[config.mk]
export PLATFORM = sky130hd
export DESIGN_NAME = kcp53k_bus_arbiter
export DESIGN_NICKNAME = d
export VERILOG_FILES = /design/src/rtl/kcp53k_bus_arbiter.sv
export SDC_FILE = /design/constraint.sdc
export NUM_CORES = 1
export LEC_CHECK = 0
export ABC_AREA = 1
export BUFFER_PORTS_ARGS = -buffer_cell sky130_fd_sc_hd__buf_2
export CAP_MARGIN = 10
export CELL_PAD_IN_SITES_DETAIL_PLACEMENT = 1
export CELL_PAD_IN_SITES_GLOBAL_PLACEMENT = 1
export CORE_AREA = 5 5 192 194
export DETAILED_ROUTE_END_ITERATION = 6
export DIE_AREA = 0 0 197 199
export HOLD_SLACK_MARGIN = 0.1
export PLACE_DENSITY = 0.51
export SYNTH_ARGS = -nofsm -noshare
export SYNTH_HDL_FRONTEND = slang
export SYNTH_SLANG_ARGS = --single-unit
[constraint.sdc]
create_clock -name clk_i -period 4.27 [get_ports clk_i]
set_input_delay 0.427 -clock clk_i [delete_from_list [all_inputs] [get_ports clk_i]]
set_output_delay 0.427 -clock clk_i [all_outputs]
set_load 0.05 [all_outputs]
[src/rtl/kcp53k_bus_arbiter.sv]
// kcp53k_bus_arbiter: fair I/D arbiter onto one 64-bit bus with D-side locking and a hung-cycle watchdog.
module kcp53k_bus_arbiter #(
    parameter int TIMEOUT = 255,
    parameter int CNT_W   = 8
) (
    input  logic        clk_i,
    input  logic        reset_i,
    input  logic        istb_i,
    input  logic [63:0] iadr_i,
    output logic        iack_o,
    output logic [31:0] idat_o,
    input  logic        dcyc_i,
    input  logic        dstb_i,
    input  logic        dwe_i,
    input  logic [63:0] dadr_i,
    input  logic [63:0] ddat_i,
    input  logic [1:0]  dsiz_i,
    input  logic        dsigned_i,
    output logic        dack_o,
    output logic [63:0] ddat_o,
    output logic        f_cyc_o,
    output logic        f_stb_o,
    output logic        f_we_o,
    output logic [63:0] f_adr_o,
    output logic [63:0] f_dat_o,
    output logic [1:0]  f_siz_o,
    output logic        f_signed_o,
    input  logic        f_ack_i,
    input  logic [63:0] f_dat_i,
    output logic [1:0]  gnt_o,
    output logic        err_o
);
    // encoding doubles as the one-hot {D,I} grant vector
    typedef enum logic [1:0] {IDLE = 2'b00, IGNT = 2'b01, DGNT = 2'b10} state_t;
    state_t state_q, state_d, arb;
    logic last_d_q, last_d_d;
    logic [CNT_W-1:0] wd_q, wd_d;
    logic igrant, dgrant, stb_raw, expire, done, pick_d;
    always_comb begin
        igrant  = state_q == IGNT;
        dgrant  = state_q == DGNT;
        stb_raw = igrant | (dgrant & dstb_i);
        expire  = (TIMEOUT != 0) && stb_raw && !f_ack_i && wd_q == CNT_W'(TIMEOUT);
        done    = (igrant | dgrant) & (f_ack_i | expire);
        pick_d  = dcyc_i & dstb_i & (~istb_i | ~last_d_q);
        arb     = pick_d ? DGNT : istb_i ? IGNT : IDLE;
        state_d = igrant ? (done ? IDLE : IGNT) : dgrant ? (dcyc_i ? DGNT : IDLE) : arb;
        last_d_d = (!igrant && !dgrant && arb != IDLE) ? pick_d : last_d_q;
        wd_d    = (!igrant && !dgrant) || state_d == IDLE || f_ack_i || expire ? '0 :
                  stb_raw ? wd_q + 1'b1 : wd_q;
    end
    always_comb begin
        gnt_o      = state_q;
        f_cyc_o    = igrant | dgrant;
        f_stb_o    = stb_raw & ~expire;
        f_we_o     = dgrant & dwe_i;
        f_adr_o    = igrant ? iadr_i : dgrant ? dadr_i : '0;
        f_dat_o    = dgrant ? ddat_i : '0;
        f_siz_o    = igrant ? 2'd2 : dgrant ? dsiz_i : 2'd0;
        f_signed_o = dgrant & dsigned_i;
        iack_o     = igrant & done;
        dack_o     = dgrant & done;
        err_o      = expire;
        idat_o     = !igrant ? '0 : expire ? '1 : f_dat_i[31:0];
        ddat_o     = !dgrant ? '0 : expire ? '1 : f_dat_i;
    end
    always_ff @(posedge clk_i or posedge reset_i) begin
        if (reset_i) begin
            state_q  <= IDLE;
            last_d_q <= 1'b1;
            wd_q     <= '0;
        end else begin
            state_q  <= state_d;
            last_d_q <= last_d_d;
            wd_q     <= wd_d;
        end
    end
endmodule

==> out/metrics.csv, run 1 <==
metric;value;unit
synth_xor_area_frac;0.0214;
synth_compound_area_frac;0.116;
critPathBufInv;4;
synth.area.top_cells;nand2_1, inv_1, nand3_1;
routabilityCongestion;0.772;
arrival;2.65;ns
ys_warn_count;0;
power.density;498;nW/um2
rsz0062_at_grt;no;
synthMuxAreaShare;0;
fmax;325;MHz
syn_area;2860;um2
worst_pin_slew;0.926;ns
power;2.94;mW
cts_tree;built;
grt_pass1_wl;32300;um
coreArea;35100;um2
synthToLayoutAreaGrowth;106;%
irDropWorstVdd;0.198;mV
path_max_fanout;89;
hold-worst-slack;0.198;ns
drt_iter0_markers;144;
synth_top_family_by_area;simple AND/OR/NAND/NOR gates;
cts.sinks;11;
leakagePower;4.28;nW
post_cts_buffers;0;
place_area;5820;um2
nFillCells;4634;
synth.largest_area_cell;nand2_1;
end_kind;output port;
drive_gt1_frac;0.481;
io_buffer_count;500;
ctsHoldBuffers;0;
fin_nets;1349;
synth_adder_area_share;0.0131;
drt-total-wl;22300;um
ys_ff_latch;11;
die-height;199;um
grt_usage;0.102;
maxCapViolations;0;
dr.pass1.iters;4;
path_class;reg2out;
final_area;5900;um2
yosysTopAreaCellShare;0.282;
cts_resized;0;
drc;0;
cts_root_buffer;clkbuf_16;
ant_nets;0;
final_hold_viol_count;0;
synth-simple-area-share;0.522;
cts_max_level;1;
start_util;0.0817;
grt_pass1_vias;5764;
yosysSeqAreaShare;0.0965;
worst_path_max_delay_cell;buf_4;
detailed_place_hpwl;19000;um
fin_setup_tns;0;ns
slew_headroom;0.383;
yosysUniqueCellTypes;22;
hp-class;in2async;
critPathLaunchType;flip-flop;
overflow;0;
clk_latency;0.24;ns
crit_top_cell;buf_4;
drv_slew;0;
rrSetupSlack;1.66;ns
clk_pin_slew_worst_paths;0.04;ns
crit_family;buffers and inverters;
path_cells;inv_1 -> ha_4 -> buf_4 -> buf_4 -> nand3_1 -> nand2_1 -> buf_2;
fin_worst_skew;0.00160;ns
setup_viol;0;
io_pins;501;
crit_required;3.84;ns
die_w;197;um
numCtsBuffers;3;
antenna_found_initial;2;
synth_nets;886;
vias_per_cell;3.55;
die_area;39200;um2
syn_area_per_cell;4.64;um2
min_period_over_period;0.720;
grt_start_max_net_pins;90;
status;finished clean;
slowest_delay;0.76;ns
core.rowCount;69;
netlist_instances;617;
cts_buffer_depth;2;
diodes;0;
vias;5466;
min_period;3.08;ns
post_drt_wl_per_cell;14.5;um
## Yosys cell counts (all sizes together)
cell type    n
ha           3
dfrtp       10
inv        112
dfstp        1
o21ai        1
nor3         1
nand4        4
xnor2        1
o21bai       1
buf         21
nand2      217
a21oi       64
xor2         6
clkbuf      28
nand3       67
nor2        80
## final timing paths
path	end	from	cells past startpoint
max	f_adr_o[10]	gnt_o[0]	7
min	gnt_o[0]	reset_i	2
max reg2reg	wd_q[5]	gnt_o[0]	10
min reg2reg	last_d_q	last_d_q	2
max in group asynchronous	last_d_q	reset_i	2
min in group clk_i	gnt_o[1]	dcyc_i	3
## worst reg2reg max path, stage by stage, from the launching register on
cell and delay, ns:
dfrtp_1 0.37, inv_1 0.09, ha_4 0.16, buf_4 0.25
inv_2 0.58, buf_4 0.43, nand2_1 0.10, nand3_1 0.10
nand3_1 0.09, nand2_1 0.25, nor2_1 0.08
## per-stage QoR
stage | util | instances | setup WS (ns)
2_1_floorplan | - | 617 | 1.19
6_report | 0.168 | 1540 | 1.19
3_3_place_gp | 0.166 | 1536 | 1.40
3_5_place_dp | 0.166 | 1536 | 1.31
5_1_grt | 0.168 | 1540 | 0.866
4_1_cts | 0.168 | 1540 | 1.06
## layout make-up
cell class / count / area (um2) / share of cell area
Timing Repair Buffer: 507 / 2600 / 0.441
Multi-Input combinational cell: 445 / 1940 / 0.329
Tap cell: 461 / 577 / 0.0978
Inverter: 112 / 424 / 0.0719
Sequential cell: 11 / 277 / 0.0469
Clock buffer: 4 / 78.8 / 0.0134
## cells by family after synthesis
| family | Yosys count |
|---|---|
| AOI/OAI and AO/OA | 66 |
| xor gates and xnor gates | 7 |
| DFF | 11 |
| adders and majority gates | 3 |
| and+or+nand+nor | 369 |
| buffers and inverters | 161 |
## registers in the layout, summed over array words and instances, names as in the netlist
| signal | flops |
|---|---|
| wd_q | 8 |
| gnt_o | 2 |
| last_d_q | 1 |
## report_power, final
part,switching [mW],leakage (nW),internal [mW],total [mW]
logic,2.10,4.10,0.531,2.63
clock network,0.0460,0.0382,0.125,0.171
registers,0.0104,0.148,0.121,0.131
total,2.16,4.28,0.777,2.94
## metal layers
layer | GRT usage | wire (um)
met1 | 0.119 | 8750
met2 | 0.194 | 11600
met3 | 0.0205 | 1760
met4 | 0.0164 | 250
met5 | 0 | 13
## layout by cell type, fill, tap and decap left out
cell type    n
buf_2      497
nand2_1    215
inv_1      109
nor2_1      80
nand3_1     67
a21oi_1     64
dfrtp_1     10
buf_4        7
xor2_1       6
nand4_1      4
clkbuf_16    3
buf_12       3
nand2_2      2
clkinv_2     1
o21bai_1     1
inv_2        1
xnor2_1      1
nor3_4       1
inv_4        1
o21ai_0      1
ha_4         1
ha_2         1
ha_1         1
clkbuf_1     1
dfstp_2      1
Power figures use the tool's default switching activity.
==> inputs of run 2 (changes only) <==
==> config.mk (replaced) <==
export PLATFORM = sky130hd
export DESIGN_NAME = kcp53k_bus_arbiter
export DESIGN_NICKNAME = d
export VERILOG_FILES = /design/src/rtl/kcp53k_bus_arbiter.sv
export SDC_FILE = /design/constraint.sdc
export NUM_CORES = 1
export LEC_CHECK = 0
export ABC_AREA = 0
export BUFFER_PORTS_ARGS = -buffer_cell sky130_fd_sc_hd__buf_2
export CAP_MARGIN = 10
export CELL_PAD_IN_SITES_DETAIL_PLACEMENT = 1
export CELL_PAD_IN_SITES_GLOBAL_PLACEMENT = 1
export CORE_AREA = 5 5 191 193
export DETAILED_ROUTE_END_ITERATION = 6
export DIE_AREA = 0 0 196 198
export HOLD_SLACK_MARGIN = 0.1
export PLACE_DENSITY = 0.49
export SYNTH_ARGS = -nofsm -noshare
export SYNTH_HDL_FRONTEND = slang
export SYNTH_SLANG_ARGS = --single-unit
==> constraint.sdc (replaced) <==
create_clock -name clk_i -period 2.7 [get_ports clk_i]
set_input_delay 0.27 -clock clk_i [delete_from_list [all_inputs] [get_ports clk_i]]
set_output_delay 0.27 -clock clk_i [all_outputs]
set_load 0.05 [all_outputs]
==> run 2 against run 1 <==
Combinational power grew 75%; sequential cell count unchanged; worst hold slack better by 0.11 ns; global-route usage down 0.86 points; critical path depth stayed put; core utilization is 0.50 points higher; setup slack got worse by 1.0 ns; area after synthesis shrank 9.7%; sequential power is 73% higher; synthesized cell count is 44% lower; largest cell class unchanged; largest power group unchanged; highest routed layer unchanged.
==> out/metrics.csv, run 2 <==
metric;value;unit;change
cts_buffer_depth;2;;unchanged
drt-total-wl;20600;um;-7.8%
fmax;398;MHz;
core.rowCount;68;;-1.4%
vias;4689;;-14%
mostFrequentLayoutCell;buf_2;;
syn_area_per_cell;7.50;um2;+61%
final_area;5960;um2;+0.98%
ys_warn_count;0;;unchanged
grt_start_max_net_pins;99;;+10%
end_kind;output port;;
largest_register_ffs;8;;unchanged
drive_gt1_frac;0.639;;+0.158
crit_required;2.43;ns;-1.41 ns
clk_pin_slew_worst_paths;0.04;ns;about the same
yosysMostFrequentCell;o21a_1;;
register_area;277;um2;unchanged
grt_pass1_vias;5042;;-13%
synth_ff_type;dfrtp_1;;
fin_setup_tns;0;ns;unchanged
place_area;5830;um2;+0.13%
multi_input_area;2120;um2;+9.3%
final_cell_mix;buf_2, o21a_1, and2_1;;
path_max_fanout;49;;-45%
yosysSeqAreaShare;0.107;;+0.0104
ys_ff_latch;11;;unchanged
dp_cells;1266;;-18%
slew_headroom;0.502;;+0.119
rsz0062_at_grt;no;;
die_area;38800;um2;-1.0%
drt_iter0_markers;102;;-29%
hp-class;in2reg;;
setup_viol;0;;unchanged
coreArea;34400;um2;-1.9%
grt_usage;0.0930;;-0.00861
cts_max_level;1;;unchanged
leakagePower;3.34;nW;-22%
power.density;856;nW/um2;+72%
numCtsBuffers;3;;unchanged
synth_common_cells;o21a_1, and2_1, a22o_1;;
routabilityCongestion;0.818;;+6.0%
post_drt_wl_per_cell;16.2;um;+11%
crit_family;buffers and inverters;;
drc;0;;unchanged
final_hold_viol_count;0;;unchanged
async_flop_share;1.00;;unchanged
worst_path_max_delay_cell;dfrtp_1;;
clk_latency;0.24;ns;about the same
syn_area;2590;um2;-9.7%
synthToLayoutAreaGrowth;130;%;
start_util;0.0752;;-0.00647
dr.pass1.iters;4;;unchanged
cts_root_buffer;clkbuf_16;;
yosysUniqueCellTypes;37;;+68%
io_buffer_count;500;;unchanged
ant_nets;0;;unchanged
detailed_place_hpwl;17500;um;-8.0%
min_period_over_period;0.931;;
irDropWorstVdd;0.342;mV;+73%
nFillCells;4265;;-8.0%
critPathBufInv;3;;-1
slowest_delay;0.42;ns;-0.34 ns
yosysTopAreaCellShare;0.282;;about the same
fin_worst_skew;0.00293;ns;+0.00133 ns
synth.largest_area_cell;o21a_1;;
overflow;0;;unchanged
netlist_instances;345;;-44%
worst_pin_slew;0.747;ns;-0.179 ns
synth_edf_count;0;;unchanged
path_cells;ha_1 -> nand3_2 -> nor4_4 -> buf_4 -> clkbuf_16 -> o21a_1 -> buf_2;;
die-height;198;um;-0.50%
vias_per_cell;3.68;;+3.7%
antenna_found_initial;3;;+1
maxCapViolations;0;;unchanged
arrival;2.24;ns;-0.41 ns
cts_tree;built;;
grt_pass1_wl;28900;um;-10%
status;finished clean;;
critPathLaunchType;flip-flop;;
instances_no_fill;1274;;-17%
die_w;196;um;-0.51%
io_pins;501;;unchanged
power;5.10;mW;+74%
synth.area.top_cells;o21a_1, a22o_1, and2_1;;
synth_nets;614;;-31%
cts.sinks;11;;unchanged
min_period;2.51;ns;
fin_nets;1088;;-19%
drv_slew;0;;unchanged
path_class;reg2out;;
regMostFlops;wd_q;;
[run 2: kinds of logic after synthesis]
| logic type | share of synthesized area |
|---|---|
| buffers and inverters | 0.0861 |
| XOR/XNOR | 0.00339 |
| AO/OA/AOI/OAI | 0.561 |
| adder cells (fa/ha/maj) | 0.0145 |
| AND/OR/NAND/NOR | 0.224 |
| multiplexers | 0.00387 |
| flip-flops | 0.107 |
[run 2: worst paths after layout]
path | startpoint | to | slack (ns) | cells past startpoint
worst max-delay path | wd_q[0] | idat_o[28] | 0.19 | 7
worst min-delay path | istb_i | last_d_q | 0.30 | 3
worst max register to register | gnt_o[0] | wd_q[7] | 0.56 | 8
worst min register to register | last_d_q | last_d_q | 0.49 | 1
max in group asynchronous | reset_i | last_d_q | 1.74 | 3
min in group asynchronous | reset_i | gnt_o[1] | 0.61 | 3
[run 2: cell type report]
class,instances,share of cell area
Clock buffer,4,0.0132
Multi-Input combinational cell,281,0.357
Inverter,8,0.00504
Timing Repair Buffer,514,0.483
Tap cell,455,0.0956
Antenna cell,1,0.000420
Sequential cell,11,0.0464
[run 2: repair_timing]
item / 4_1_cts / 5_1_grt
hold buffers: 1 / 0
endpoints found under the hold margin: 10 / 0
gates resized for setup: 0 / 5
setup buffers: 0 / 1
endpoints found under the setup margin: 0 / 97
[run 2: worst min-delay path, stage by stage]
cell       delay (ns)
buf_2            0.10
nand2_1          0.05
o2bb2ai_1        0.11
[run 2: power by group]
part | total [mW] | internal, mW | switching, mW | leakage [nW]
clock | 0.276 | 0.199 | 0.0776 | 0.0382
sequential | 0.227 | 0.196 | 0.0308 | 0.146
combinational | 4.60 | 1.24 | 3.35 | 3.15
total | 5.10 | 1.64 | 3.46 | 3.34
[run 2: through the flow]
| stage | setup slack, ns | hold WS [ns] | utilization |
|---|---|---|---|
| after detailed placement | 0.342 | 0.323 | 0.170 |
| after floorplan | 0.0831 | 0.122 | - |
| after CTS | 0.0680 | 0.304 | 0.172 |
| after global routing | 0.0432 | 0.318 | 0.173 |
| final | 0.186 | 0.304 | 0.173 |
| after global placement | 0.347 | 0.340 | 0.170 |
[run 2: per-layer routing]
layer	part of all wire	vias to the layer above	track usage
met2	0.50	297	0.171
met1	0.38	2136	0.105
li1	-	2233	-
met3	0.10	19	0.0316
met5	0.0013	-	0
met4	0.015	4	0.0173
